<file path="config.mk">
export PLATFORM = sky130hd
export DESIGN_NAME = key_debounce_multi
export DESIGN_NICKNAME = d
export VERILOG_FILES = /design/src/rtl/key_debounce_multi.sv
export SDC_FILE = /design/constraint.sdc
export NUM_CORES = 1
export LEC_CHECK = 0
export CORE_UTILIZATION = 30
export CTS_BUF_LIST = sky130_fd_sc_hd__clkbuf_16
export CTS_CLUSTER_DIAMETER = 50
export DETAILED_ROUTE_END_ITERATION = 7
export GPL_TIMING_DRIVEN = 1
export PLACE_DENSITY = 0.48
export SETUP_SLACK_MARGIN = 0.05
export SLEW_MARGIN = 20
export SYNTH_ARGS = -nofsm -noshare
export SYNTH_HDL_FRONTEND = slang
export SYNTH_SLANG_ARGS = --single-unit
</file>
<file path="constraint.sdc">
create_clock -name clk_50 -period 2.1 [get_ports clk_50]
set_clock_uncertainty 0.1 [all_clocks]
set_input_delay 0.42 -clock clk_50 [delete_from_list [all_inputs] [get_ports clk_50]]
set_output_delay 0.42 -clock clk_50 [all_outputs]
set_load 0.03 [all_outputs]
</file>
<file path="src/rtl/key_debounce_multi.sv">
// key_debounce_multi: per-channel two-flop sync, counter debounce and press/release/long-press pulses.
module key_debounce_multi #(
  parameter int KEY_NUM    = 4,
  parameter int CNT_MAX    = 999999,
  parameter int LONG_MAX   = 49999999,
  parameter int CNT_W      = 26,
  parameter int ACTIVE_LOW = 1
) (
  input  logic               clk_50,
  input  logic               rst_n,
  input  logic [KEY_NUM-1:0] key_in,
  output logic [KEY_NUM-1:0] key_flag,
  output logic [KEY_NUM-1:0] key_release,
  output logic [KEY_NUM-1:0] key_long,
  output logic [KEY_NUM-1:0] key_state
);
  localparam logic [KEY_NUM-1:0] REL_RAW = (ACTIVE_LOW != 0) ? '1 : '0;
  localparam logic [CNT_W-1:0] CMAX = CNT_W'(CNT_MAX);
  localparam logic [CNT_W-1:0] LMAX = CNT_W'(LONG_MAX);
  logic [KEY_NUM-1:0] sync1_q, sync2_q, stable_q, stable_d, pressed;
  logic [KEY_NUM-1:0] flag_q, flag_d, rel_q, rel_d, long_q, long_d;
  logic [CNT_W-1:0]   cnt_q [KEY_NUM];
  logic [CNT_W-1:0]   cnt_d [KEY_NUM];
  logic [CNT_W-1:0]   lcnt_q [KEY_NUM];
  logic [CNT_W-1:0]   lcnt_d [KEY_NUM];
  // sync flops hold raw key levels; stable and everything after are 1 = pressed
  assign pressed = (ACTIVE_LOW != 0) ? ~sync2_q : sync2_q;
  always_comb begin
    stable_d = stable_q;
    flag_d   = '0;
    rel_d    = '0;
    long_d   = '0;
    for (int i = 0; i < KEY_NUM; i++) begin
      cnt_d[i]    = '0;
      lcnt_d[i]   = '0;
      stable_d[i] = (pressed[i] != stable_q[i] && cnt_q[i] == CMAX) ? pressed[i] : stable_q[i];
      cnt_d[i]    = (pressed[i] != stable_q[i] && cnt_q[i] != CMAX) ? cnt_q[i] + 1'b1 : '0;
      flag_d[i]   = pressed[i] && !stable_q[i] && cnt_q[i] == CMAX;
      rel_d[i]    = !pressed[i] && stable_q[i] && cnt_q[i] == CMAX;
      lcnt_d[i]   = !stable_q[i] ? '0 : (lcnt_q[i] == LMAX ? LMAX : lcnt_q[i] + 1'b1);
      long_d[i]   = stable_q[i] && lcnt_q[i] == LMAX - 1'b1;
    end
  end
  always_ff @(posedge clk_50 or negedge rst_n) begin
    if (!rst_n) begin
      sync1_q  <= REL_RAW;
      sync2_q  <= REL_RAW;
      stable_q <= '0;
      flag_q   <= '0;
      rel_q    <= '0;
      long_q   <= '0;
      for (int i = 0; i < KEY_NUM; i++) begin
        cnt_q[i]  <= '0;
        lcnt_q[i] <= '0;
      end
    end else begin
      sync1_q  <= key_in;
      sync2_q  <= sync1_q;
      stable_q <= stable_d;
      flag_q   <= flag_d;
      rel_q    <= rel_d;
      long_q   <= long_d;
      for (int i = 0; i < KEY_NUM; i++) begin
        cnt_q[i]  <= cnt_d[i];
        lcnt_q[i] <= lcnt_d[i];
      end
    end
  end
  assign key_flag    = flag_q;
  assign key_release = rel_q;
  assign key_long    = long_q;
  assign key_state   = stable_q;
endmodule

</file>
==> metrics.md <==
| Metric | Value |
|---|---|
| Maximum VDD drop | `0.606 mV` |
| Synthesized area per cell | `about 9.7 um^2` |
| Effective utilization at floorplan | `0.305` |
| TritonCTS sink count | `~230` |
| Max Freq | `471 MHz` |
| Overflow left after global routing | `0` |
| Data required, critical path | `2.40 ns` |
| Number of flops mapped to enable cells by yosys | `0` |
| Count of vias placed by the detailed router | `9,611` |
| Area used by sequential logic in the layout | `0.00582 mm^2` |
| RSZ-0062 raised after global routing | `yes` |
| Post-detailed-routing wire length | `27,100 um` |
| Category of the worst setup path capture point | `flop` |
| Area of combinational cells with multiple inputs | `0.00585 mm^2` |
| I/O pin count | `22` |
| Launch point of the worst reg-to-reg path | `cnt_q[47]` |
| Max stage delay on crit path | `0.58 ns` |
| Combined buffer and inverter count along the critical path | `1` |
| Outcome | `finished, violations left` |
| Combinational power share | `0.021` |
| Fraction of power spent switching nets | `0.220` |
| Max-Slew Margin vs Limit | `0.687` |
| Post-DR vias/cell | `5.13` |
| Setup TNS | `-0.258 ns` |
| Library cells used by synthesis | `56` |
| Most common cell type on the critical path | `or4_4` |
| Clock tree from TritonCTS | `done` |
| Fraction of synthesis flops using an asynchronous set or reset pin | `1.00` |
| Number of nets produced by synthesis | `around 1.2k` |
| Routed wire per std cell | `around 14 um` |
| Weighted congestion reported at the end of routability-driven placement | `around 0.76` |
| Fraction of the yosys area taken by sequential cells | `0.491` |
| Post-layout min period | `around 2.1 ns` |
| Antenna diode count | `0` |
| Number of buffer cells added on primary ports | `21` |
| Clock latency at the later pin of the worst-skew pair | `0.54 ns` |
| Layout cell share with drive strength beyond 1 | `0.160` |
| Fillers | `3,897` |
| Min-Delay Path Class | `input port to flop` |
| Arrival time at the worst endpoint | `between 2 and 2.5 ns` |
| Number of maximum-capacitance violations | `0` |
| CTS HTree Levels | `2` |
| Critical path fanouts, max | `20` |
| Antenna violations before repair | `0` |
| Starting DRT DRC Count | `441` |
| Share of the cycle needed by the critical path after routing | `1.01` |
| Hold Violations, Final | `0` |
| Prevailing post-synth register cell | `dfrtp_1` |
| Least-Margin Pin Slew | `0.468 ns` |
| Synthesis-to-finish area growth | `24.7%` |
| Reported net switching power | `2.48 mW` |
| Final std cell area, no fill | `0.0148 mm^2` |
| Most common library cell in the layout ignoring fill and taps | `dfrtp_1` |
| Core Box Area | `~0.039 mm^2` |
| Clk buf depth | `3` |
| Vias in the first global route | `9,343` |
| Dominant delay contributor by cell family on the critical path | `simple AND/OR/NAND/NOR gates` |
| Width of the die | `201 um` |
| Count of mapped cells out of synthesis | `1,219` |
| Slowest CP cell | `or4_4` |
| Height of the die | `~200 um` |
| Power density cells | `between 700 and 800 mW/mm^2` |
| Largest net degree at the start of global routing | `58` |
| Crit path kind | `flop to flop` |
| Most frequent cells in the layout | `dfrtp_1, a21oi_1, nor2_1` |
| Number of design rule violations left after detail routing | `0` |
| Die Area | `between 0.04 and 0.05 mm^2` |
| Flops & latches, synth | `between 200 and 250` |
| Row cnt | `between 70 and 80` |
| Final HPWL from detailed placement | `17,800 um` |
| Clock Root Buffer | `clkbuf_16` |
| Clock power share | `0.576` |
| Detailed-routing iteration count for the pre-antenna-repair pass | `4` |
| Inserted Clock Buffers | `38` |
| Worst-path cell chain | `or4_4 -> or4_4 -> o21bai_4 -> buf_12 -> a21oi_1` |
| Synthesized cell area | `roughly 0.012 mm^2` |
| Number of nets in the finished design | `roughly 1.4k` |
| Final setup violating endpoints | `23` |
| Design internal power | `a little under 9 mW` |
| Setup crit start kind | `flop` |
| Hold Crit Start | `key_in[3]` |
| Total Routing Usage GR | `0.138` |
| CTS clk-pin slew, worst paths | `0.05 ns` |
| Number of synthesis warnings | `0` |
| Final setup margin | `-0.0232 ns` |
| Static leakage power | `~5.8 nW` |
| Power share of the sequential group | `0.403` |
| Failing checks | `negative setup slack` |
| Timing startpoint of the critical path | `cnt_q[47]` |
| First-pass GRT wire length | `47,000 um` |
| Placed Instance Area | `0.0132 mm^2` |
| Number of routed nets with antenna violations | `0` |
| Final Max Tran Viols | `0` |
-- layout make-up --
| type | count | area share |
|---|---|---|
| repair buffers | 114 | 0.0676 |
| flip-flops and latches | 232 | 0.394 |
| clock inverters | 31 | 0.0243 |
| clock buffers | 38 | 0.0644 |
| well taps | 518 | 0.0439 |
| inverters | 39 | 0.00991 |
| multi-input cells | 901 | 0.396 |
-- path summary, 6_finish.rpt --
| check | endpoint | slack [ns] | depth (start not counted) |
|---|---|---|---|
| worst max register to register | cnt_q[44] | -0.02 | 5 |
| worst min-delay path | sync1_q[3] | 0.21 | 1 |
| worst max-delay path | cnt_q[44] | -0.02 | 5 |
| min in group asynchronous | cnt_q[10] | 0.27 | 2 |
| max in group asynchronous | sync2_q[2] | 0.97 | 3 |
| worst min register to register | sync2_q[3] | 0.25 | 0 |
-- power by group through the flow --
stage / registers [mW] / clock network (mW) / logic, mW
global route: 4.53 / 6.90 / 0.271
global placement: 4.60 / 0 / 0.242
detailed placement: 4.60 / 0 / 0.242
CTS: 4.53 / 6.69 / 0.246
finish: 4.53 / 6.48 / 0.232
floorplan: 4.60 / 0 / 0.0781
-- state kept, by name, summed over array words and instances, names as in the netlist --
name and count:
cnt_q 104, lcnt_q 104, key_flag 4, key_long 4, key_release 4, key_state 4, sync1_q 4, sync2_q 4
-- timing repair --
action,4_1_cts,5_1_grt
pin swaps,11,6
resized for setup,33,21
endpoints found under the setup margin,51,82
endpoints found under the hold margin,38,0
hold buffers,1,0
buffers inserted,4,4
-- per-stage QoR --
stage	power [mW]	std cells	utilization	hold WS (ns)	worst slack [ns]
after floorplan	4.68	1219	-	0.0244	0.00595
after global placement	4.85	1795	0.341	0.220	-0.0346
after detailed placement	4.85	1795	0.341	0.220	-0.0664
after CTS	11.5	1869	0.378	0.180	-0.0247
after global routing	11.7	1873	0.380	0.187	-0.0996
final	11.2	1873	0.380	0.212	-0.0232
-- worst reg2reg max path, cell delays in order, from the launching register on --
cell and delay (ns):
dfrtp_1 0.37, or4_4 0.53, or4_4 0.58, o21bai_4 0.18, buf_12 0.19, a21oi_1 0.06
-- kinds of logic (layout without fill, tap and decap cells) --
family / after synthesis / after routing / share of synthesized area
XOR/XNOR: 80 / 80 / 0.0592
multiplexers: 14 / 14 / 0.0118
AO/OA/AOI/OAI: 229 / 229 / 0.116
flip-flops: 232 / 232 / 0.491
AND/OR/NAND/NOR: 558 / 558 / 0.271
buffers and inverters: 86 / 222 / 0.0298
adder cells (fa/ha/maj): 20 / 20 / 0.0211
-- metal layers --
layer | wire (um) | global-route usage | vias to the layer above
met5 | 0 | 0 | -
met4 | 521 | 0.0423 | 0
met3 | 878 | 0.0269 | 36
met2 | 12500 | 0.222 | 95
met1 | 13200 | 0.186 | 4714
li1 | - | - | 4766
-- cells in the mapped netlist, types with 2 or more instances --
cell,n,share of area
a211oi_1,7,0.0044
a21o_1,2,0.0013
a21oi_1,100,0.042
a31oi_1,7,0.0037
and2_1,20,0.011
and3_1,23,0.012
and4_1,29,0.021
buf_2,6,0.0025
buf_4,2,0.0013
buf_6,2,0.0019
clkbuf_1,36,0.011
dfrtp_1,224,0.47
dfstp_2,8,0.018
ha_1,20,0.021
inv_1,38,0.012
mux2i_1,14,0.012
nand2_1,78,0.025
nand2b_1,12,0.0063
nand3_1,62,0.026
nand3b_1,2,0.0013
nand4_1,70,0.037
nor2_1,87,0.028
nor3_1,28,0.012
nor4_1,27,0.014
nor4b_1,6,0.0044
nor4bb_1,2,0.0017
o21a_1,6,0.0038
o21ai_0,43,0.018
o21bai_1,2,0.0013
o31ai_1,52,0.033
o41ai_1,3,0.0022
or2_2,4,0.0021
or3_1,38,0.020
or4_1,56,0.035
or4_4,4,0.0038
xnor2_1,36,0.027
xor2_1,44,0.033
(Power assumes the default switching activity.)
